$ cat src/rtl/mem_bus_arb.sv
// Memory bus arbiter: serialises instruction-fetch and data requests onto a
// single shared memory port. Data requests win ties. A fetch that is flushed
// mid-flight is drained silently, and the block produces the pipeline stall
// vector.
module mem_bus_arb (
  input  logic        clk,
  input  logic        rst,
  input  logic        flush,
  input  logic        inst_req,
  input  logic [31:0] inst_addr,
  output logic        inst_ok,
  output logic [31:0] inst_rdata,
  input  logic        data_req,
  input  logic        data_wr,
  input  logic [1:0]  data_size,
  input  logic [31:0] data_addr,
  input  logic [31:0] data_wdata,
  output logic        data_ok,
  output logic [31:0] data_rdata,
  output logic        bus_req,
  output logic        bus_wr,
  output logic [1:0]  bus_size,
  output logic [31:0] bus_addr,
  output logic [31:0] bus_wdata,
  input  logic        bus_addr_ok,
  input  logic        bus_data_ok,
  input  logic [31:0] bus_rdata,
  output logic [6:0]  stall
);

  localparam int unsigned ST_W    = 3;
  localparam int unsigned SIZE_W  = 2;
  localparam int unsigned STALL_W = 7;

  localparam logic [ST_W-1:0] S_IDLE   = ST_W'(0);
  localparam logic [ST_W-1:0] S_I_ADDR = ST_W'(1);
  localparam logic [ST_W-1:0] S_I_DATA = ST_W'(2);
  localparam logic [ST_W-1:0] S_D_ADDR = ST_W'(3);
  localparam logic [ST_W-1:0] S_D_DATA = ST_W'(4);

  localparam logic [SIZE_W-1:0]  SIZE_WORD  = SIZE_W'(2);
  localparam logic [STALL_W-1:0] STALL_DATA = STALL_W'(7'b0111111);
  localparam logic [STALL_W-1:0] STALL_INST = STALL_W'(7'b0000011);

  logic [ST_W-1:0] state;
  logic [ST_W-1:0] next_state;
  logic            accept_i;
  logic            accept_d;
  logic            done_i;
  logic            done_d;
  logic            discard;
  logic            ok_pulse;
  logic            fetch_busy;
  logic            data_busy;
  logic            inst_deliver;

  assign ok_pulse     = inst_ok | data_ok;
  assign fetch_busy   = (state == S_I_ADDR) || (state == S_I_DATA);
  assign data_busy    = (state == S_D_ADDR) || (state == S_D_DATA);
  // A fetch flushed at any point before (or in) its completion cycle is dropped.
  assign inst_deliver = done_i && !discard && !flush;

  // State register.
  always_ff @(posedge clk or negedge rst) begin
    if (!rst) state <= S_IDLE;
    else      state <= next_state;
  end

  // Next-state logic and transaction strobes; no acceptance while an ok pulse is out.
  always_comb begin
    next_state = state;
    accept_i   = 1'b0;
    accept_d   = 1'b0;
    done_i     = 1'b0;
    done_d     = 1'b0;
    case (state)
      S_IDLE: begin
        if (!ok_pulse && !flush) begin
          if (data_req) begin
            next_state = S_D_ADDR;
            accept_d   = 1'b1;
          end else if (inst_req) begin
            next_state = S_I_ADDR;
            accept_i   = 1'b1;
          end
        end
      end
      S_I_ADDR: begin
        if (bus_addr_ok) begin
          if (bus_data_ok) begin
            next_state = S_IDLE;
            done_i     = 1'b1;
          end else begin
            next_state = S_I_DATA;
          end
        end
      end
      S_I_DATA: begin
        if (bus_data_ok) begin
          next_state = S_IDLE;
          done_i     = 1'b1;
        end
      end
      S_D_ADDR: begin
        if (bus_addr_ok) begin
          if (bus_data_ok) begin
            next_state = S_IDLE;
            done_d     = 1'b1;
          end else begin
            next_state = S_D_DATA;
          end
        end
      end
      S_D_DATA: begin
        if (bus_data_ok) begin
          next_state = S_IDLE;
          done_d     = 1'b1;
        end
      end
      default: next_state = S_IDLE;
    endcase
  end

  // Registered bus request fields, completion pulses, read data and discard flag.
  always_ff @(posedge clk or negedge rst) begin
    if (!rst) begin
      bus_req    <= 1'b0;
      bus_wr     <= 1'b0;
      bus_size   <= '0;
      bus_addr   <= '0;
      bus_wdata  <= '0;
      inst_ok    <= 1'b0;
      data_ok    <= 1'b0;
      inst_rdata <= '0;
      data_rdata <= '0;
      discard    <= 1'b0;
    end else begin
      bus_req <= (next_state == S_I_ADDR) || (next_state == S_D_ADDR);
      inst_ok <= inst_deliver;
      data_ok <= done_d;
      if (accept_d) begin
        bus_wr    <= data_wr;
        bus_size  <= data_size;
        bus_addr  <= data_addr;
        bus_wdata <= data_wdata;
      end else if (accept_i) begin
        bus_wr    <= 1'b0;
        bus_size  <= SIZE_WORD;
        bus_addr  <= inst_addr;
        bus_wdata <= '0;
      end
      if (inst_deliver) inst_rdata <= bus_rdata;
      if (done_d)       data_rdata <= bus_rdata;
      if (next_state == S_IDLE)   discard <= 1'b0;
      else if (flush && fetch_busy) discard <= 1'b1;
    end
  end

  // Stall vector: data access stops everything up to dc, fetch stops pc/if;
  // released in the ok cycle so the stage advances exactly once.
  always_comb begin
    stall = '0;
    if (!rst || ok_pulse) begin
      stall = '0;
    end else if (data_busy || (state == S_IDLE && data_req && !flush)) begin
      stall = STALL_DATA;
    end else if (fetch_busy || (state == S_IDLE && inst_req && !flush)) begin
      stall = STALL_INST;
    end
  end

endmodule

$ cat config.mk
export PLATFORM = sky130hd
export DESIGN_NAME = mem_bus_arb
export DESIGN_NICKNAME = d
export VERILOG_FILES = /design/src/rtl/mem_bus_arb.sv
export SDC_FILE = /design/constraint.sdc
export NUM_CORES = 1
export LEC_CHECK = 0
export BUFFER_PORTS_ARGS = -buffer_cell sky130_fd_sc_hd__buf_2
export CAP_MARGIN = 10
export CORE_MARGIN = 5
export CORE_UTILIZATION = 45
export DETAILED_ROUTE_END_ITERATION = 12
export GPL_ROUTABILITY_DRIVEN = 0
export GPL_TIMING_DRIVEN = 0
export PLACE_DENSITY = 0.83
export SYNTH_ARGS = -nofsm -noshare
export SYNTH_HDL_FRONTEND = slang
export SYNTH_SLANG_ARGS = --single-unit
$ cat constraint.sdc
create_clock -name clk -period 2.3 [get_ports clk]
set_input_delay 0.115 -clock clk [delete_from_list [all_inputs] [get_ports clk]]
set_output_delay 0.115 -clock clk [all_outputs]
set_load 0.005 [all_outputs]
==> results.md, run 1 <==
- Outcome: complete, no violations
- Total placed cells including tap cells: around 900
- Minimum setup slack among reg-to-reg paths: about 0.17 ns
- Predominant post-synthesis flop cell: sky130_fd_sc_hd__dfrtp_1
- Switching share of power: about 33%
- Net count of the finished layout: slightly above 1000
- Die footprint: ~0.015 sq mm
- H-Tree Depth: 4
- Part of the Yosys area used for sequential elements: 60.1%
- Syn. warnings: 0
- Number of antenna violations at the first check in global routing: 2
- Critical Path AT: 2.48 ns
- Netlist cell types: 39
- Core Box Area: 0.0126 sq mm
- Setup Buffers After CTS: 0
- Combined area of all synthesized cells: ~0.0057 sq mm
- Total via count in the routed design: slightly below 6000
- Portion of synthesized cell area occupied by the leading cell type: 60.1%
- Net switching power: approximately 3.8 mW
- Syn Nets: just under 600
- Critical-path maximum fanout: 10
- Final HPWL DP: roughly 13 mm
- Count of cells along the worst register-to-register path: 6
- Post-Place Setup Slack: around 0.14 ns
- Remaining global-route overflow: 0
- Peak supply drop: between 0.0008 and 0.0009 V
- Number of sinks driven by the clock tree: approximately 140
- Standby leakage power: around 4.5 nW
- Avg WL per Cell: slightly below 20 microns
- Synth-to-Final Area Change: 63.3%
- End of the worst hold path: bus_addr[27]$_DFFE_PN0P_
- Areal power density over the cells: roughly 1200 mW/mm^2
- Largest net degree at the start of global routing: 81
- Max clock buf depth: 2
- Clock power frac: a little over a quarter
- Count of flip-flops with a built-in enable after synthesis: 0
- Drt initial violations: ~380
- Launch point of the worst hold path: inst_addr[27]
- Register share of total power: between 30% and 40%
- Worst-margin pin slew: ~0.59 ns
- DRC viols: 0
- Max-cap violations: 0
- Average vias per placed instance: 5.49
- Post-layout minimum cycle time: 2.13 ns
- Final clock period utilization by the worst path: between 90% and 100%
- Gate power share: roughly 37%
- I/O pin cnt: between 200 and 300
- Worst skew pair latency: 0.42 ns
- Number of antenna-violating nets in the routed design: 0
- Sum of negative setup slack: 0 ns
- Max-slew violations: 0
- Worst EP required: 2.65 ns
- Syn avg cell area: 12.6 sq um
- Count of final setup violators: 0
- Clock tree from TritonCTS: yes
- Share of post-route cells with drive strength above 1: 45.0%
- Worst R2R Start: state[1]$_DFF_PN0_
- Count leader, synth: sky130_fd_sc_hd__dfrtp_1
- Synth area leader: sky130_fd_sc_hd__dfrtp_1
- Clock tree root driver cell: sky130_fd_sc_hd__clkbuf_16
- Hold WC Path Type: in2reg
- Startpoint-to-endpoint class of the critical path: reg2reg
- Commonest cells in the synthesized netlist: sky130_fd_sc_hd__dfrtp_1 (138), sky130_fd_sc_hd__a31oi_1 (67), sky130_fd_sc_hd__mux2_2 (62)
- Depth of the worst hold-timing path: 3
- Clock skew: 0.0104 ns
- Vias in the first global route: 6195
- FF-to-FF End: bus_addr[31]$_DFFE_PN0P_
- Share of flip-flops with an asynchronous set or reset after synthesis: between 90% and 100%
- Remaining max-slew budget at the tightest pin: between 60% and 70%
- Final hold viol count: 0
- Number of synthesized register bits: 138
- Global-route usage over all layers: between 20% and 30%
- Layout Utilization: approximately 75%
- Floorplan die width: roughly 120 microns
- Row count: 41
- Detailed-router iteration count before antenna repair: 5
- CTS buffer count: 17
- Hold Slack: between 0.015 and 0.02 ns
- Cell-internal power: 7.70 mW
- Number of cells produced by synthesis: between 400 and 500
- Startpoint Class: register
- First-pass GRT wire length: approximately 32 mm
- Unrepaired setup endpoints after global routing: false
- Clock edge transition at the registers on the reported setup and hold paths: about 0.06 ns
- Starting utilization of the core area: a little under half
- Filler-free cell count of the finished design: ~1100
- Die Ht: 123 microns
- Quantity of I/O buffers inserted on ports: about 280
- Most area-consuming cells after synthesis: sky130_fd_sc_hd__dfrtp_1 (60%), sky130_fd_sc_hd__mux2_2 (12%), sky130_fd_sc_hd__a31oi_1 (7.3%)
- Timing-limited maximum frequency: roughly 470 MHz
- Least setup slack across all paths after layout: 0.167 ns
- Post-detailed-routing wire length: between 20 and 25 mm
- Endpoint class of the critical path: register
[placed cells by master, fill, tap and decap left out, types with 2 or more instances in the layout]
master	count
sky130_fd_sc_hd__a31oi_1	66
sky130_fd_sc_hd__mux2_1	2
sky130_fd_sc_hd__clkinv_4	3
sky130_fd_sc_hd__nand3_1	34
sky130_fd_sc_hd__inv_1	5
sky130_fd_sc_hd__a22o_1	34
sky130_fd_sc_hd__buf_2	286
sky130_fd_sc_hd__clkbuf_16	17
sky130_fd_sc_hd__clkbuf_8	4
sky130_fd_sc_hd__diode_2	5
sky130_fd_sc_hd__mux2_2	62
sky130_fd_sc_hd__nor2_4	2
sky130_fd_sc_hd__dlygate4sd3_1	131
sky130_fd_sc_hd__buf_4	8
sky130_fd_sc_hd__dfrtp_1	138
sky130_fd_sc_hd__buf_6	5
sky130_fd_sc_hd__bufinv_16	4
sky130_fd_sc_hd__o21ai_0	33
sky130_fd_sc_hd__nand2b_1	2
sky130_fd_sc_hd__nand2_1	3
sky130_fd_sc_hd__clkbuf_1	25
sky130_fd_sc_hd__clkinv_2	2
sky130_fd_sc_hd__nor3b_1	3
[routing by layer]
layer | global-route usage [%] | up-vias | part of all wire [%]
met5 | 0 | - | 0.033
met4 | 13.0 | 2 | 4.1
met3 | 9.24 | 84 | 9.7
met2 | 47.7 | 375 | 50
met1 | 31.1 | 2853 | 36
li1 | - | 2577 | -
[critical path: stages (launching register included)]
cell and delay [ns]:
sky130_fd_sc_hd__dfrtp_1 0.41, sky130_fd_sc_hd__nor4_4 0.39, sky130_fd_sc_hd__buf_6 0.20, sky130_fd_sc_hd__buf_2 0.23
sky130_fd_sc_hd__nand3_1 0.11, sky130_fd_sc_hd__a31oi_1 0.18, sky130_fd_sc_hd__dlygate4sd3_1 0.56
[power groups by stage]
| stage | Sequential (mW) | Combinational [mW] | Clock [mW] |
|---|---|---|---|
| floorplan | 4.31 | 1.84 | 0 |
| global placement | 4.17 | 3.78 | 0 |
| detailed placement | 4.23 | 3.87 | 0 |
| CTS | 4.23 | 4.08 | 3.00 |
| global route | 4.41 | 4.56 | 3.12 |
| finish | 4.30 | 4.19 | 2.98 |
[stage by stage]
step	power, mW	instance area, sq um
floorplan	6.16	5750
global placement	7.95	7350
detailed placement	8.09	7380
CTS	11.3	9350
global route	12.1	9380
finish	11.5	9390
[timing repair]
action	in CTS	in global routing
endpoints found under the setup margin	6	7
pin swaps	0	1
gates resized for setup	3	6
endpoints found under the hold margin	189	0
hold buffers	131	0
gates cloned	0	0
[registers in the layout, summed over array words and instances, names as in the netlist]
register and flops:
discard 1, bus_size 2, bus_req 1, bus_addr 32, bus_wdata 32, state 3
inst_ok 1, inst_rdata 32, data_rdata 32, bus_wr 1, data_ok 1
[final cells by class]
class                   instances  area (sq um)
diodes                          5          12.5
plain buffers                  48           254
clock buffers                  22           484
clock inverters                10           164
fillers                       759          3180
inverters                       5          18.8
multi-input cells             265          2050
flip-flops and latches        138          3450
well taps                     172           215
repair buffers                409          2730
[cell families after synthesis]
kind of cell	count (synthesis)	share of synthesized area [%]
muxes	64	12.5
AOI/OAI and AO/OA	142	16.6
other	1	0.0652
DFF	138	60.1
xor gates and xnor gates	1	0.152
and+or+nand+nor	57	6.01
buffers and inverters	53	4.61
[how the worst max path moves through the flow]
stage | start | endpoint | cells after the start
6_report | state[1]$_DFF_PN0_ | bus_addr[31]$_DFFE_PN0P_ | 6
5_1_grt | state[1]$_DFF_PN0_ | bus_addr[31]$_DFFE_PN0P_ | 6
4_1_cts | state[2]$_DFF_PN0_ | bus_addr[31]$_DFFE_PN0P_ | 6
3_5_place_dp | data_ok$_DFF_PN0_ | stall[3] | 6
3_3_place_gp | rst | stall[1] | 5
2_1_floorplan | state[2]$_DFF_PN0_ | inst_rdata[10]$_DFFE_PN0P_ | 4
Power figures use the tool's default switching activity.
==> inputs of run 2 (changes only) <==
--- a/config.mk
+++ b/config.mk
@@ -8,11 +8,11 @@
 export BUFFER_PORTS_ARGS = -buffer_cell sky130_fd_sc_hd__buf_2
 export CAP_MARGIN = 10
 export CORE_MARGIN = 5
-export CORE_UTILIZATION = 45
+export CORE_UTILIZATION = 42
 export DETAILED_ROUTE_END_ITERATION = 12
 export GPL_ROUTABILITY_DRIVEN = 0
 export GPL_TIMING_DRIVEN = 0
-export PLACE_DENSITY = 0.83
+export PLACE_DENSITY = 0.82
 export SYNTH_ARGS = -nofsm -noshare
 export SYNTH_HDL_FRONTEND = slang
 export SYNTH_SLANG_ARGS = --single-unit
==> constraint.sdc (replaced) <==
create_clock -name clk -period 1.9 [get_ports clk]
set_input_delay 0.095 -clock clk [delete_from_list [all_inputs] [get_ports clk]]
set_output_delay 0.095 -clock clk [all_outputs]
set_load 0.005 [all_outputs]
==> results.md, run 2 (synthesized netlist as in run 1, its figures left out) <==
- Outcome: complete, but fails checks
- Violations in the final reports: hold timing
- Critical Path AT: 2.16 ns (-0.32 ns)
- Unrepaired setup endpoints after global routing: true
- Final hold viol count: 68 (+68)
- Global-route usage over all layers: 26.0% (-1.8 points)
- Core Box Area: 0.0133 sq mm (+6.2%)
- Final clock period utilization by the worst path: 98.2% (+5.5 points)
- Number of antenna violations at the first check in global routing: 2 (unchanged)
- Hold WC Path Type: in2async
- DRC viols: 0 (unchanged)
- Post-layout minimum cycle time: 1.87 ns (-0.267 ns)
- Share of post-route cells with drive strength above 1: 47.8% (+2.8 points)
- First-pass GRT wire length: 33.2 mm (+2.8%)
- Count of final setup violators: 0 (unchanged)
- Count of cells along the worst register-to-register path: 5 (-1)
- Critical-path maximum fanout: 10 (unchanged)
- Max clock buf depth: 2 (unchanged)
- Startpoint Class: register
- Most common cell after layout, fill and taps aside: sky130_fd_sc_hd__buf_2
- Row count: 42 (+2.4%)
- Number of sinks driven by the clock tree: 138 (unchanged)
- Peak supply drop: 0.000929 V (+3.6%)
- Remaining max-slew budget at the tightest pin: 55.4% (-5.3 points)
- Worst-margin pin slew: 0.669 ns (+0.0796 ns)
- Quantity of I/O buffers inserted on ports: 277 (unchanged)
- Standby leakage power: 4.64 nW (+2.3%)
- CTS buffer count: 17 (unchanged)
- H-Tree Depth: 4 (unchanged)
- Clock edge transition at the registers on the reported setup and hold paths: 0.06 ns (about the same)
- Post-detailed-routing wire length: 21.2 mm (about the same)
- Minimum setup slack among reg-to-reg paths: 0.03 ns (-0.13 ns)
- Drt initial violations: 404 (+6.9%)
- Endpoint class of the critical path: register
- Layout Utilization: 71.7% (-3.0 points)
- Die footprint: 0.0161 sq mm (+6.6%)
- I/O pin cnt: 279 (unchanged)
- Floorplan die width: 127 microns (+3.2%)
- Remaining global-route overflow: 0 (unchanged)
- Synth-to-Final Area Change: 66.4%
- Number of antenna-violating nets in the routed design: 0 (unchanged)
- Detailed-router iteration count before antenna repair: 8 (+3)
- Clock skew: 0.00802 ns (-0.00240 ns)
- Sum of negative setup slack: 0 ns (unchanged)
- Max-cap violations: 0 (unchanged)
- Hold Slack: -0.308 ns (-0.327 ns)
- Starting utilization of the core area: 43.1% (-2.7 points)
- Final HPWL DP: 12.8 mm (+2.3%)
- Worst skew pair latency: 0.41 ns (about the same)
- Startpoint-to-endpoint class of the critical path: reg2reg
- Total via count in the routed design: 6046 (+2.6%)
- Areal power density over the cells: 1440 mW/mm^2 (+18%)
- Commonest cells after routing, fill and taps aside: sky130_fd_sc_hd__buf_2 (284), sky130_fd_sc_hd__dfrtp_1 (134), sky130_fd_sc_hd__dlygate4sd3_1 (131)
- Vias in the first global route: 6299 (+1.7%)
- Net count of the finished layout: 1035 (+1.3%)
- Worst EP required: 2.19 ns (-0.46 ns)
- Worst R2R Start: state[2]$_DFF_PN0_
- FF-to-FF End: inst_rdata[15]$_DFFE_PN0P_
- Clock tree from TritonCTS: yes
- Largest net degree at the start of global routing: 72 (-11%)
- Hold buffer count at cts: 131 (unchanged)
- Avg WL per Cell: 19.5 microns (-1.2%)
- Average vias per placed instance: 5.56 (+1.4%)
- Clock tree root driver cell: sky130_fd_sc_hd__clkbuf_16
- Timing-limited maximum frequency: 536 MHz (+14%)
- Die Ht: 127 microns (+3.2%)
- Max-slew violations: 0 (unchanged)
## run 2: cell count changes in the layout (fill, tap and decap cells not counted), moves of 5 or more
cell / delta
sky130_fd_sc_hd__buf_6: +6
sky130_fd_sc_hd__clkbuf_2: +5
sky130_fd_sc_hd__o21ai_0: -18
sky130_fd_sc_hd__clkbuf_1: -8
sky130_fd_sc_hd__o21ai_1: +17
sky130_fd_sc_hd__buf_4: +11
## run 2: layout make-up
class                      count  area, sq um
fill                         880         3780
antenna                        1         2.50
buffer                        47          315
inverter                       5         18.8
timing repair buffer         423         2860
tap                          176          220
clock buffer                  21          450
multi-input combinational    265         2100
clock inverter                11          146
sequential                   138         3460
## run 2: per-layer routing
metal	part of all wire, %	track usage (%)	vias up
li1	-	-	2601
met1	36	29.2	2886
met2	50	44.4	462
met3	10	9.56	93
met4	4.4	11.2	4
met5	0.099	0	-
## run 2: worst max-delay path by stage
stage,cells after the start,to,slack (ns),start
6_report,5,inst_rdata[15]$_DFFE_PN0P_,0.03,state[2]$_DFF_PN0_
3_3_place_gp,5,stall[1],-1.48,rst
3_5_place_dp,5,bus_addr[22]$_DFFE_PN0P_,-0.20,data_ok$_DFF_PN0_
5_1_grt,5,inst_rdata[21]$_DFFE_PN0P_,-0.02,state[2]$_DFF_PN0_
2_1_floorplan,4,inst_rdata[10]$_DFFE_PN0P_,0.06,state[2]$_DFF_PN0_
4_1_cts,5,data_rdata[7]$_DFFE_PN0P_,-0.06,state[1]$_DFF_PN0_
## run 2: stage by stage
stage	power [mW]	setup slack, ns	hold slack (ns)	instance area [sq um]	cells
after floorplan	7.46	0.0577	-0.201	5750	456
after global placement	9.61	-1.48	0.318	7360	909
after detailed placement	9.82	-0.200	0.148	7390	910
after CTS	13.5	-0.0591	-0.297	9420	1080
after global routing	14.6	-0.0190	-0.272	9560	1086
final	13.8	0.0333	-0.308	9570	1087
## run 2: report_power, final
part           internal [mW]  switching, mW
combinational           2.77           2.48
sequential              4.37          0.836
clock                   2.10           1.23
total                   9.23           4.55
## run 2: timing repair
item,4_1_cts,5_1_grt
resized for setup,21,66
setup endpoints to repair,124,111
endpoints found under the hold margin,199,68
setup buffers,5,7
cloned,2,0
pin swaps,3,5
## run 2: critical path, stage by stage, from the launching register on
cell	delay (ns)
sky130_fd_sc_hd__dfrtp_2	0.46
sky130_fd_sc_hd__or4b_4	0.51
sky130_fd_sc_hd__a21oi_4	0.15
sky130_fd_sc_hd__buf_12	0.15
sky130_fd_sc_hd__buf_12	0.14
sky130_fd_sc_hd__mux2_2	0.34
==> inputs of run 3 (changes only) <==
--- a/config.mk
+++ b/config.mk
@@ -5,6 +5,7 @@
 export SDC_FILE = /design/constraint.sdc
 export NUM_CORES = 1
 export LEC_CHECK = 0
+export ABC_AREA = 1
 export BUFFER_PORTS_ARGS = -buffer_cell sky130_fd_sc_hd__buf_2
 export CAP_MARGIN = 10
 export CORE_MARGIN = 5
@@ -12,7 +13,8 @@
 export DETAILED_ROUTE_END_ITERATION = 12
 export GPL_ROUTABILITY_DRIVEN = 0
 export GPL_TIMING_DRIVEN = 0
-export PLACE_DENSITY = 0.82
+export MAX_ROUTING_LAYER = met4
+export PLACE_DENSITY = 0.81
 export SYNTH_ARGS = -nofsm -noshare
 export SYNTH_HDL_FRONTEND = slang
 export SYNTH_SLANG_ARGS = --single-unit
==> results.md, run 3 <==
- Syn Nets: 858 (+44%)
- Die Ht: 129 microns (+1.4%)
- Drt initial violations: 469 (+16%)
- Worst skew pair latency: 0.41 ns (about the same)
- CP delay by family, top: simple AND/OR/NAND/NOR gates
- Final hold viol count: 60 (-12%)
- Ordered cell list for the critical path: inv_2, nand2_4, nor2_4, nand3_1, nand2_1, inv_2, nor2_4, buf_4, buf_2
- Max clock buf depth: 2 (unchanged)
- Worst EP required: 1.80 ns (-0.39 ns)
- Core Box Area: 0.0139 sq mm (+4.0%)
- Net count of the finished layout: 1285 (+24%)
- Final design area excluding fillers: 0.00949 sq mm (-0.78%)
- Hold WC Path Type: in2async
- Detailed-router iteration count before antenna repair: 5 (-3)
- Combined area of all synthesized cells: 0.00593 sq mm (+3.1%)
- Die footprint: 0.0166 sq mm (+2.8%)
- Max-slew violations: 0 (unchanged)
- Floorplan die width: 129 microns (+1.4%)
- Total via count in the routed design: 6545 (+8.3%)
- Hold buffer count at cts: 128 (-2.3%)
- Largest net degree at the start of global routing: 80 (+11%)
- Sum of negative setup slack: 0 ns (unchanged)
- Remaining max-slew budget at the tightest pin: 60.7% (+5.3 points)
- Standby leakage power: 5.44 nW (+17%)
- Vias in the first global route: 6767 (+7.4%)
- Filler Cells Inserted: 966 (+9.8%)
- Part of the Yosys area used for sequential elements: 58.3% (-1.8 points)
- Timing-limited maximum frequency: 558 MHz (+4.1%)
- Synth-to-Final Area Change: 60.2%
- Avg WL per Cell: 16.3 microns (-16%)
- Hold Slack: -0.337 ns (-0.0289 ns)
- Areal power density over the cells: 1420 mW/mm^2 (-1.3%)
- Predominant post-synthesis flop cell: sky130_fd_sc_hd__dfrtp_1
- Peak supply drop: 0.000750 V (-19%)
- Most common cell after layout, fill and taps aside: sky130_fd_sc_hd__nand2_1
- Number of synthesized register bits: 138 (unchanged)
- Most area-consuming cells after synthesis: sky130_fd_sc_hd__dfrtp_1 (58%), sky130_fd_sc_hd__nand2_1 (28%), sky130_fd_sc_hd__o21ai_2 (3.4%)
- Netlist cell types: 25 (-36%)
- Critical Path AT: 1.70 ns (-0.46 ns)
- Commonest cells after routing, fill and taps aside: sky130_fd_sc_hd__nand2_1 (435), sky130_fd_sc_hd__buf_2 (291), sky130_fd_sc_hd__dfrtp_1 (137)
- CTS buffer count: 17 (unchanged)
- Share of flip-flops with an asynchronous set or reset after synthesis: 100% (unchanged)
- Total cell area at the placement stage: 0.00757 sq mm (+2.5%)
- H-Tree Depth: 4 (unchanged)
- Number of sinks driven by the clock tree: 138 (unchanged)
- I/O pin cnt: 279 (unchanged)
- Average vias per placed instance: 4.88 (-12%)
- Portion of synthesized cell area occupied by the leading cell type: 58.3% (-1.8 points)
- Clock tree root driver cell: sky130_fd_sc_hd__clkbuf_16
- Minimum setup slack among reg-to-reg paths: 0.12 ns (+0.09 ns)
- Master of the slowest instance on the critical path: sky130_fd_sc_hd__dfrtp_1
- Share of post-route cells with drive strength above 1: 32.9% (-15 points)
- Syn. warnings: 0 (unchanged)
- Number of antenna-violating nets in the routed design: 0 (unchanged)
- Commonest cells in the synthesized netlist: sky130_fd_sc_hd__nand2_1 (436), sky130_fd_sc_hd__dfrtp_1 (138), sky130_fd_sc_hd__inv_1 (42)
- Violations in the final reports: hold timing
- Count of final setup violators: 0 (unchanged)
- Startpoint Class: register
- Layout Utilization: 68.4% (-3.3 points)
- Critical-path maximum fanout: 4 (-6)
- First-pass GRT wire length: 33.9 mm (+2.1%)
- Count leader, synth: sky130_fd_sc_hd__nand2_1
- Remaining global-route overflow: 0 (unchanged)
- Unrepaired setup endpoints after global routing: true
- Starting utilization of the core area: 42.7% (-0.38 points)
- Final clock period utilization by the worst path: 94.4% (-3.9 points)
- Bufs and invs on worst path: 4 (+2)
- Slowest cell delay on critical path: 0.41 ns (-0.10 ns)
- Startpoint-to-endpoint class of the critical path: reg2out
- Max-cap violations: 0 (unchanged)
- Global-route usage over all layers: 27.0% (+1.0 points)
- Synth area leader: sky130_fd_sc_hd__dfrtp_1
- Number of antenna violations at the first check in global routing: 2 (unchanged)
- Clock tree from TritonCTS: yes
- Clock edge transition at the registers on the reported setup and hold paths: 0.06 ns (about the same)
- DRC viols: 0 (unchanged)
- Final HPWL DP: 13.7 mm (+6.9%)
- Outcome: complete, but fails checks
- Overall power of the completed layout: 13.5 mW (-2.1%)
- Syn avg cell area: 8.23 sq um (-35%)
- Quantity of I/O buffers inserted on ports: 277 (unchanged)
- Post-detailed-routing wire length: 21.9 mm (+3.1%)
- Post-layout minimum cycle time: 1.79 ns (-0.0736 ns)
- Clock skew: 0.0136 ns (+0.00561 ns)
- Number of cells produced by synthesis: 720 (+58%)
- Endpoint class of the critical path: output port
- Row count: 43 (+2.4%)
- Worst-margin pin slew: 0.590 ns (-0.0792 ns)
- Count of flip-flops with a built-in enable after synthesis: 0 (unchanged)
[run 3: cell types whose count changed after synthesis, sizes merged, moves of 27 or more]
cell,change
a22o,-34
nand3,-27
a31oi,-66
inv,+42
nand2,+435
mux2,-64
[run 3: area by class of cell]
cell class / count / area, sq um / share of cell area (%)
Multi-Input combinational cell: 497 / 2060 / 21.7
Sequential cell: 138 / 3450 / 36.4
Clock buffer: 21 / 480 / 5.06
Buffer: 37 / 251 / 2.65
Timing Repair Buffer: 409 / 2720 / 28.7
Antenna cell: 2 / 5.00 / 0.0527
Inverter: 47 / 176 / 1.86
Tap cell: 180 / 225 / 2.37
Clock inverter: 10 / 115 / 1.21
[run 3: path summary, 6_finish.rpt]
check                                           start                         end  cells after the start
setup / recovery                   state[0]$_DFF_PN0_                    stall[3]                      9
hold / removal                                    rst  data_rdata[22]$_DFFE_PN0P_                      1
setup reg to reg                   state[0]$_DFF_PN0_     bus_size[0]$_DFFE_PN0P_                      9
hold reg to reg            inst_rdata[26]$_DFFE_PN0P_  inst_rdata[26]$_DFFE_PN0P_                      2
max in group asynchronous                         rst   bus_wdata[23]$_DFFE_PN0P_                      2
min in group clk                        inst_addr[12]    bus_addr[12]$_DFFE_PN0P_                      5
[run 3: what timing repair did]
action / CTS / global route
gates resized for setup: 3 / 6
pin swaps: 0 / 4
cloned: 0 / 0
hold endpoints to repair: 190 / 60
setup endpoints to repair: 5 / 5
buffers inserted: 0 / 3
[run 3: per-stage QoR]
stage | hold WS (ns) | instances | setup WS, ns
global placement | 0.289 | 1177 | -1.58
floorplan | -0.201 | 720 | 0.562
global route | -0.300 | 1341 | -0.00789
CTS | -0.329 | 1337 | 0.00713
finish | -0.337 | 1341 | 0.107
detailed placement | 0.112 | 1178 | 0.0153
[run 3: layer usage]
layer	wire length [microns]	global-route usage (%)	up-vias	share of wire, %
li1	-	-	3019	-
met1	8010	30.2	3002	37
met2	10800	45.2	445	49
met3	2250	6.81	79	10
met4	869	12.6	0	4.0
met5	0	-	-	0
[run 3: worst register-to-register path, stage by stage, from the launching register on]
cell	delay [ns]
sky130_fd_sc_hd__dfrtp_1	0.41
sky130_fd_sc_hd__inv_2	0.09
sky130_fd_sc_hd__nand2_4	0.06
sky130_fd_sc_hd__nor2_4	0.12
sky130_fd_sc_hd__buf_4	0.13
sky130_fd_sc_hd__nand3_2	0.18
sky130_fd_sc_hd__buf_2	0.29
sky130_fd_sc_hd__buf_4	0.22
sky130_fd_sc_hd__nand2_1	0.10
sky130_fd_sc_hd__nand2_1	0.07
[run 3: cells by family after synthesis]
group	share of synthesized area [%]
flops	58.3
compound gates	4.79
buf+inv	7.28
simple gates	29.6
other cells	0.0633
[run 3: power by group]
| group | internal [mW] | switching, mW |
|---|---|---|
| clock network | 2.07 | 1.24 |
| registers | 4.33 | 0.832 |
| logic | 2.29 | 2.74 |
